## src/rtl/lsu_bus_bridge_pkg.sv

```systemverilog
// Shared codes and helpers for the load/store bus bridge.
// Latency: n/a (types, constants and pure functions only).
// Backpressure: n/a.
package lsu_bus_bridge_pkg;

  localparam int XLEN_DEF = 32;

  // RV32I load/store Funct3 codes
  localparam logic [2:0] F3_LB  = 3'b000;
  localparam logic [2:0] F3_LH  = 3'b001;
  localparam logic [2:0] F3_LW  = 3'b010;
  localparam logic [2:0] F3_LBU = 3'b100;
  localparam logic [2:0] F3_LHU = 3'b101;
  localparam logic [2:0] F3_SB  = 3'b000;
  localparam logic [2:0] F3_SH  = 3'b001;
  localparam logic [2:0] F3_SW  = 3'b010;

  typedef enum logic [1:0] {
    ST_IDLE   = 2'd0,
    ST_REQ    = 2'd1,
    ST_WAIT_R = 2'd2,
    ST_DONE   = 2'd3
  } lsu_state_e;

  // Width code 11 has no RV32I meaning and is handled as a word access.
  function automatic logic is_misaligned(logic [2:0] f3, logic [1:0] lo);
    logic r;
    if (f3[1:0] == F3_SB[1:0])      r = 1'b0;
    else if (f3[1:0] == F3_SH[1:0]) r = lo[0];
    else                            r = |lo;
    return r;
  endfunction

  function automatic logic [3:0] byte_en(logic [2:0] f3, logic [1:0] lo);
    logic [3:0] r;
    if (f3[1:0] == F3_SB[1:0])      r = 4'b0001 << lo;
    else if (f3[1:0] == F3_SH[1:0]) r = 4'b0011 << {lo[1], 1'b0};
    else                            r = 4'b1111;
    return r;
  endfunction

  // Replicate the store operand so every enabled lane carries the right bytes.
  function automatic logic [31:0] store_lanes(logic [2:0] f3, logic [31:0] d);
    logic [31:0] r;
    if (f3[1:0] == F3_SB[1:0])      r = {4{d[7:0]}};
    else if (f3[1:0] == F3_SH[1:0]) r = {2{d[15:0]}};
    else if (f3[1:0] == F3_SW[1:0]) r = d;
    else                            r = d;
    return r;
  endfunction

endpackage

```

## src/rtl/lsu_ld_align.sv

```systemverilog
// Load lane select plus sign/zero extension of the bus read word.
// Latency: combinational.
// Backpressure: none; the caller decides when the result is captured.
module lsu_ld_align
  import lsu_bus_bridge_pkg::*;
#(
  parameter int XLEN = XLEN_DEF
) (
  input  logic [XLEN-1:0] rdata,
  input  logic [1:0]      addr_lo,
  input  logic [2:0]      funct3,
  output logic [XLEN-1:0] ld_data
);

  logic [7:0]  lane_b;
  logic [15:0] lane_h;

  // Pick the addressed byte/halfword, then extend according to the load type
  always_comb begin
    lane_b  = rdata[{addr_lo, 3'b000} +: 8];
    lane_h  = rdata[{addr_lo[1], 4'b0000} +: 16];
    ld_data = rdata;
    case (funct3)
      F3_LB:   ld_data = {{(XLEN-8){lane_b[7]}}, lane_b};
      F3_LBU:  ld_data = {{(XLEN-8){1'b0}}, lane_b};
      F3_LH:   ld_data = {{(XLEN-16){lane_h[15]}}, lane_h};
      F3_LHU:  ld_data = {{(XLEN-16){1'b0}}, lane_h};
      F3_LW:   ld_data = rdata;
      default: ld_data = rdata;
    endcase
  end

endmodule

```

## src/rtl/lsu_bus_bridge.sv

```systemverilog
// Load/store unit bridging the core's data port to a req/ready/rvalid memory bus.
// Latency: 1 stall cycle + bus wait cycles; result visible in the single DONE cycle.
// Backpressure: Stall holds the core until Bus_Ready/Bus_RValid arrive or TIMEOUT expires.
module lsu_bus_bridge
  import lsu_bus_bridge_pkg::*;
#(
  parameter int XLEN    = XLEN_DEF,
  parameter int TIMEOUT = 255,
  parameter int CNT_W   = 16   // needs 2**CNT_W > TIMEOUT
) (
  input  logic            CLK,
  input  logic            rst_n,
  input  logic            Mem_Rd,
  input  logic            Mem_Wr,
  input  logic [2:0]      Funct3,
  input  logic [XLEN-1:0] Addr,
  input  logic [XLEN-1:0] Wr_Data,
  output logic [XLEN-1:0] Ld_Data,
  output logic            Stall,
  output logic            Misaligned,
  output logic            Bus_Err,
  output logic            Bus_Req,
  output logic            Bus_We,
  output logic [XLEN-1:0] Bus_Addr,
  output logic [3:0]      Bus_Be,
  output logic [XLEN-1:0] Bus_WData,
  input  logic            Bus_Ready,
  input  logic            Bus_RValid,
  input  logic [XLEN-1:0] Bus_RData
);

  lsu_state_e       state, state_nxt;
  logic [CNT_W-1:0] tmo_cnt;
  logic             acc, is_store, misal, tmo_hit;
  logic             capture, err_set, mis_set;
  logic [XLEN-1:0]  ld_aligned;

  assign acc      = Mem_Rd | Mem_Wr;
  assign is_store = Mem_Wr;   // store wins if both strobes are up
  assign misal    = is_misaligned(Funct3, Addr[1:0]);
  assign tmo_hit  = (tmo_cnt == CNT_W'(TIMEOUT - 1));

  lsu_ld_align #(.XLEN(XLEN)) u_ld_align (
    .rdata   (Bus_RData),
    .addr_lo (Addr[1:0]),
    .funct3  (Funct3),
    .ld_data (ld_aligned)
  );

  // Bus side is driven straight from the core's held inputs while in REQ
  assign Bus_Req   = (state == ST_REQ);
  assign Bus_We    = Bus_Req & is_store;
  assign Bus_Addr  = Bus_Req ? {Addr[XLEN-1:2], 2'b00} : '0;
  assign Bus_Be    = Bus_Req ? byte_en(Funct3, Addr[1:0]) : 4'b0000;
  assign Bus_WData = Bus_Req ? store_lanes(Funct3, Wr_Data) : '0;

  // Reset gates Stall so the core is released the moment rst_n drops
  assign Stall = rst_n & acc & (state != ST_DONE);

  // Next-state and per-transition strobes
  always_comb begin
    state_nxt = state;
    capture   = 1'b0;
    err_set   = 1'b0;
    mis_set   = 1'b0;
    case (state)
      ST_IDLE: begin
        if (acc) begin
          if (misal) begin
            state_nxt = ST_DONE;
            mis_set   = 1'b1;
          end else begin
            state_nxt = ST_REQ;
          end
        end
      end
      ST_REQ: begin
        if (Bus_Ready) begin
          if (is_store) begin
            state_nxt = ST_DONE;
          end else if (Bus_RValid) begin
            state_nxt = ST_DONE;
            capture   = 1'b1;
          end else begin
            state_nxt = ST_WAIT_R;
          end
        end else if (tmo_hit) begin
          state_nxt = ST_DONE;
          err_set   = 1'b1;
        end
      end
      ST_WAIT_R: begin
        if (Bus_RValid) begin
          state_nxt = ST_DONE;
          capture   = 1'b1;
        end else if (tmo_hit) begin
          state_nxt = ST_DONE;
          err_set   = 1'b1;
        end
      end
      ST_DONE: state_nxt = ST_IDLE;
      default: state_nxt = ST_IDLE;
    endcase
  end

  // State register
  always_ff @(posedge CLK or negedge rst_n) begin
    if (!rst_n) state <= ST_IDLE;
    else        state <= state_nxt;
  end

  // Timeout counter: restarts on each new request, runs while waiting on the bus
  always_ff @(posedge CLK or negedge rst_n) begin
    if (!rst_n) begin
      tmo_cnt <= '0;
    end else if (state == ST_IDLE && state_nxt == ST_REQ) begin
      tmo_cnt <= '0;
    end else if (state == ST_REQ || state == ST_WAIT_R) begin
      tmo_cnt <= tmo_cnt + CNT_W'(1);
    end
  end

  // Load result register and the DONE-cycle status pulses
  always_ff @(posedge CLK or negedge rst_n) begin
    if (!rst_n) begin
      Ld_Data    <= '0;
      Misaligned <= 1'b0;
      Bus_Err    <= 1'b0;
    end else begin
      Misaligned <= mis_set;
      Bus_Err    <= err_set;
      if (capture)                   Ld_Data <= ld_aligned;
      else if (err_set && !is_store) Ld_Data <= '0;
    end
  end

endmodule

```

## config.mk

```make
export PLATFORM = sky130hd
export DESIGN_NAME = lsu_bus_bridge
export DESIGN_NICKNAME = d
export VERILOG_FILES = /design/src/rtl/lsu_bus_bridge_pkg.sv /design/src/rtl/lsu_ld_align.sv /design/src/rtl/lsu_bus_bridge.sv
export SDC_FILE = /design/constraint.sdc
export NUM_CORES = 1
export LEC_CHECK = 0
export CORE_MARGIN = 3
export CORE_UTILIZATION = 40
export CTS_BUF_LIST = sky130_fd_sc_hd__clkbuf_2 sky130_fd_sc_hd__clkbuf_4 sky130_fd_sc_hd__clkbuf_8
export CTS_CLUSTER_DIAMETER = 60
export CTS_CLUSTER_SIZE = 30
export DETAILED_ROUTE_END_ITERATION = 12
export GPL_TIMING_DRIVEN = 0
export HOLD_SLACK_MARGIN = 0.06
export PLACE_DENSITY = 0.91
export SETUP_SLACK_MARGIN = 0.02
export SYNTH_ARGS = -nofsm -noshare
export SYNTH_HDL_FRONTEND = slang
export SYNTH_SLANG_ARGS = --single-unit
```

## constraint.sdc

```tcl
create_clock -name CLK -period 3 [get_ports CLK]
set_input_delay 0.6 -clock CLK [delete_from_list [all_inputs] [get_ports CLK]]
set_output_delay 0.6 -clock CLK [all_outputs]
set_load 0.02 [all_outputs]
```

# == Yosys cells after proc, flatten, opt, wreduce, memory -nomap -nowiden ==
# Index checks and enable logic that the tools add are counted.
# totals
ff_bits,52
in_bits,105
output_inout_bits,105
# classes
n_addsub,1
eq_ne,10
shift,4
muxes,33
bitwise,4
reduce_logical,10
# ops
operator,n
$mux 32,6
$pmux 32 s4,1
$mux 16,2
$shiftx 32x6->16,1
$shiftx 32x6->8,1
$add 16x1->16 const B,1
$eq 16x8->1 const B,1
$mux 1,13
$mux 4,3
$mux 2,5
$pmux 2 s4,1
$eq 2x1->1 const B,3
$eq 3x3->1 const B,2
$eq 2x2->1 const B,2
$logic_not 2->1,2
$pmux 1 s2,2
$reduce_bool 2->1,2
$shl 1x2->4 const A,1
$shl 2x2->4 const A,1
$and 1x1->1,3
$eq 3x1->1 const B,1
$logic_not 3->1,1
$logic_and 1x1->1,2
$ne 2x2->1 const B,1
4 further kinds,4

# == Logic depth before layout (Yosys ltp) ==
# Gate-level depths: netlist of the first run.
# depth
word_depth,9
depth_mapped,10
depth_no_buf,7

# == Hierarchy ==
# A second synthesis of the first run with hierarchy kept.
# hier_totals
hier_cells,439
area_unflattened_um2,3749.8
# modules_own_cells
mod,instances,cells_each,area_each_um2
lsu_bus_bridge,1,330,3121.7
lsu_ld_align,1,109,628.1

# == Least setup slack after synthesis of the first run ==
# Ideal clock, no wire load.
# synth_path
kind,input port to output port
from,input Funct3[1]
to,output Bus_WData[16]
t_arrival_ps,1852
required_time_ps,2400
path_slack_ps,548
path_stages,5
path_buffers,3
path_cell_list,buf_2 > clkbuf_1 > buf_1 > mux2i_1 > nor2_1
# synth_via
elab_chain_len,4
# synth_rtl
element,line,text
from (decl),lsu_bus_bridge.sv:15,"input logic [2:0] Funct3,"
$eq 2x1->1,lsu_bus_bridge_pkg.sv:46,else if (f3[1:0] == F3_SH[1:0]) r = {2{d[15:0]}};
$mux 32,lsu_bus_bridge_pkg.sv:46,
$mux 32 (*),lsu_bus_bridge_pkg.sv:45,if (f3[1:0] == F3_SB[1:0]) r = {4{d[7:0]}};
$mux 32 (*),lsu_bus_bridge.sv:55,"assign Bus_WData = Bus_Req ? store_lanes(Funct3, Wr_Data) : '0;"
to (decl),lsu_bus_bridge.sv:26,"output logic [XLEN-1:0] Bus_WData,"
# Mark *: on every way between the ends. The rest lies on a longest branch, timed or not.

# == Worst setup path in the final report of the first run ==
# layout_path
from,input Addr[0]
to,output Bus_Be[0]
# layout_via
elab_chain_len,3
# layout_rtl
element,line,text
from (decl),lsu_bus_bridge.sv:16,"input logic [XLEN-1:0] Addr,"
$shl 1x2->4,lsu_bus_bridge_pkg.sv:36,if (f3[1:0] == F3_SB[1:0]) r = 4'b0001 << lo;
$mux 4,lsu_bus_bridge_pkg.sv:36,
$mux 4,lsu_bus_bridge.sv:54,"assign Bus_Be = Bus_Req ? byte_en(Funct3, Addr[1:0]) : 4'b0000;"
to (decl),lsu_bus_bridge.sv:25,"output logic [3:0] Bus_Be,"
# Every way passes these cells.

==> results of run 1 <==
==> cell families (layout without fill, tap and decap cells) <==
kind of cell / Yosys count / count (layout) / synth area share, %
simple gates: 175 / 175 / 24.7
other cells: 1 / 2 / 0.103
xor+xnor: 15 / 15 / 3.62
flops: 52 / 52 / 35.8
buf+inv: 49 / 268 / 6.55
mux: 18 / 18 / 5.34
fa+ha+maj: 8 / 8 / 2.76
compound gates: 101 / 101 / 21.1
==> critical path: cells and delay by family <==
family                 cells  cell delay (ns)
AO/OA/AOI/OAI              1             0.09
AND/OR/NAND/NOR            2             0.46
buffers and inverters      2             1.13
==> sequential cells by signal (all words and copies together), names as in the netlist <==
name        flops
state           2
Misaligned      1
Bus_Err         1
tmo_cnt        16
Ld_Data        32
==> layout make-up <==
| type | instances | area [um2] | share of cell area (%) |
|---|---|---|---|
| Buffer | 29 | 184 | 3.03 |
| Clock buffer | 7 | 90.1 | 1.49 |
| Clock inverter | 1 | 7.51 | 0.124 |
| Inverter | 19 | 75.1 | 1.24 |
| Multi-Input combinational cell | 319 | 2120 | 34.9 |
| Sequential cell | 52 | 1300 | 21.5 |
| Tap cell | 108 | 135 | 2.23 |
| Timing Repair Buffer | 212 | 2150 | 35.5 |
==> synthesized netlist by cell type, types with 2 or more instances <==
library cell  count  area [um2]
a21oi_1          22         110
a221oi_1          7        61.3
a222oi_1          7        70.1
a22o_1           16         140
and2_1           42         263
buf_1             3        11.3
buf_2             5        25.0
buf_4             2        15.0
buf_6             4        45.0
clkbuf_1         15        56.3
dfrtp_1          52        1300
ha_1              8         100
inv_1            18        67.6
mux2i_1          16         160
nand2_1          40         150
nand2b_1         17         106
nand4_1           7        43.8
nor2_1           51         191
nor2b_1           2        12.5
nor3_1            3        15.0
nor3b_1           2        15.0
o211ai_1          3        22.5
o21ai_0          17        85.1
o22ai_1           2        12.5
o2bb2ai_1        17         149
xnor2_1           7        61.3
xor2_1            8        70.1
==> layer usage <==
layer | global-route usage, % | share of wire [%] | vias up
li1 | - | - | 1911
met1 | 31.8 | 38 | 1912
met2 | 43.5 | 51 | 214
met3 | 4.61 | 8.9 | 31
met4 | 7.46 | 2.4 | 0
met5 | 0 | 0 | -
==> what timing repair did <==
action	CTS	global route
buffers inserted	0	5
setup endpoints to repair	37	48
endpoints found under the hold margin	0	0
pin swaps	0	1
resized for setup	20	33
==> report_power, final <==
part           switching [uW]  internal (uW)  total [uW]
Clock                     237            197         434
Sequential                174            938        1110
Combinational            1470           1350        2820
==> worst max path at each step <==
stage	start	end	slack (ns)	depth (start not counted)
6_report	Addr[0]	Bus_Be[0]	0.11	5
5_1_grt	state[1]$_DFF_PN0_	Bus_Addr[16]	-0.02	6
3_5_place_dp	Addr[1]	Bus_Be[3]	-0.36	6
4_1_cts	state[1]$_DFF_PN0_	Bus_WData[25]	-0.02	7
2_1_floorplan	Funct3[1]	Bus_WData[16]	0.55	5
3_3_place_gp	rst_n	Stall	-1.23	3
==> stage by stage <==
stage	power (uW)	instances
after floorplan	2610	420
after global placement	3810	734
after detailed placement	3900	735
after CTS	4310	742
after global routing	4600	747
final	4360	747
==> reports/results.txt, run 1 <==
CTS tree: done
Final hold violation count: 0
Async set-reset flop share out of synthesis: 100%
Setup_tns: 0 ns
Synthesized flop and latch total: 52
Design area: 0.00606 mm2
Post-synthesis sequential area ratio: 35.8%
NumNets Final: 751
Post-Synthesis Cells: 419
Reg2reg start: state[1]$_DFF_PN0_
Total Routed Length: 13,600 um
Syn. warnings: 0
DP Area: 0.00585 mm2
Max Clock Freq: 346 MHz
Worst reg2reg setup slack: 0.33 ns
Initial Util: 41.4%
Most frequent cells in the layout: clkdlybuf4s50_1, dfrtp_1, nor2_1
Hold Buf Count CTS: 0
Die area: 0.0103 mm2
Final min period: 2.89 ns
Crit path cell chain: clkdlybuf4s50_1, nor2b_2, o21ai_4, and2_1, clkdlybuf4s50_1
Count of TritonRoute iterations in the first routing pass: 5
Routability cong.: 1.00
CTS Buf Count: 5
Clk_lat worst skew: 0.32 ns
Dpl ws: -0.364 ns
Clock Skew: 0.0142 ns
Startpoint types: primary input
Max-slew violation count: 0
WP data required: 2.40 ns
H-Tree Level Count: 2
CTS root buf: clkbuf_8
Syn-to-layout area delta: 67.0%
Final hold slack: 0.189 ns
Total core area: 0.00876 mm2
Hold Path Class: in2async
CTS clk-pin slew, worst paths: 0.10 ns
Most common cell after layout, fill and taps aside: clkdlybuf4s50_1
Number of I/O pins: 210
Synth Flop Type: dfrtp_1
Unrepaired setup endpoints after global routing: yes
# rows: 34
Critical Path AT: 2.29 ns
Syn avg cell area: 8.67 um2
Clock tree sinks: 52
# port buffers: 206
GRT Overall Usage: 25.1%
Residual DRC: 0
Grt ovf: 0
Type of element capturing the critical path: output port
Critical path class: in2out
Cell leakage power: 0.00287 uW
Number of distinct library cells after synthesis: 53
ANT cells: 0
Setup Viol. Count Final: 0
Vias: 4,068
Critical Path Slowest Stage Cell: clkdlybuf4s50_1
Post-Route Utilization: 69.2%
Max VDD drop: 0.000314 V
Post-Syn Area: 0.00363 mm2
Maximum capacitance violations: 0
Die Y: 101 um
Share of layout cells above drive strength 1: 8.14%
CP peak stage delay: 0.60 ns
Crit-path max FO: 6
Cells on worst reg2reg path: 9
DR WL/cell: 18.1 um
Hpwl dp: 10,700 um
Initial antenna violation count: 0
Post-route worst setup slack: 0.110 ns
Number of global-route vias before repair: 3,910
Width of the chip: 101 um
Power Dens Cells: 719 mW/mm2
R2r endpoint: Ld_Data[26]$_DFFE_PN0P_
Largest net degree at the start of global routing: 38
CTS Buffer Depth: 2
Fin crit share: 96.3%
Routed Antenna Nets: 0
Most used cell, CP: clkdlybuf4s50_1
Status: completed
Max_slew headroom: 36.6%
Initial DRC Count: 320
First-pass GRT wire length: 20,400 um
Post-synth EDFFs: 0
DR vias/cell: 5.45
Worst Tran Pin Value: 0.947 ns
Fill count: 639
Note: power is estimated with default switching activity, not from simulation.
==> run 2: changes to the inputs <==
Settings changed: CTS_CLUSTER_SIZE 30 to 12.
==> results of run 2 <==
Same layout as run 1: the final DEF is identical, and so are final timing and power.
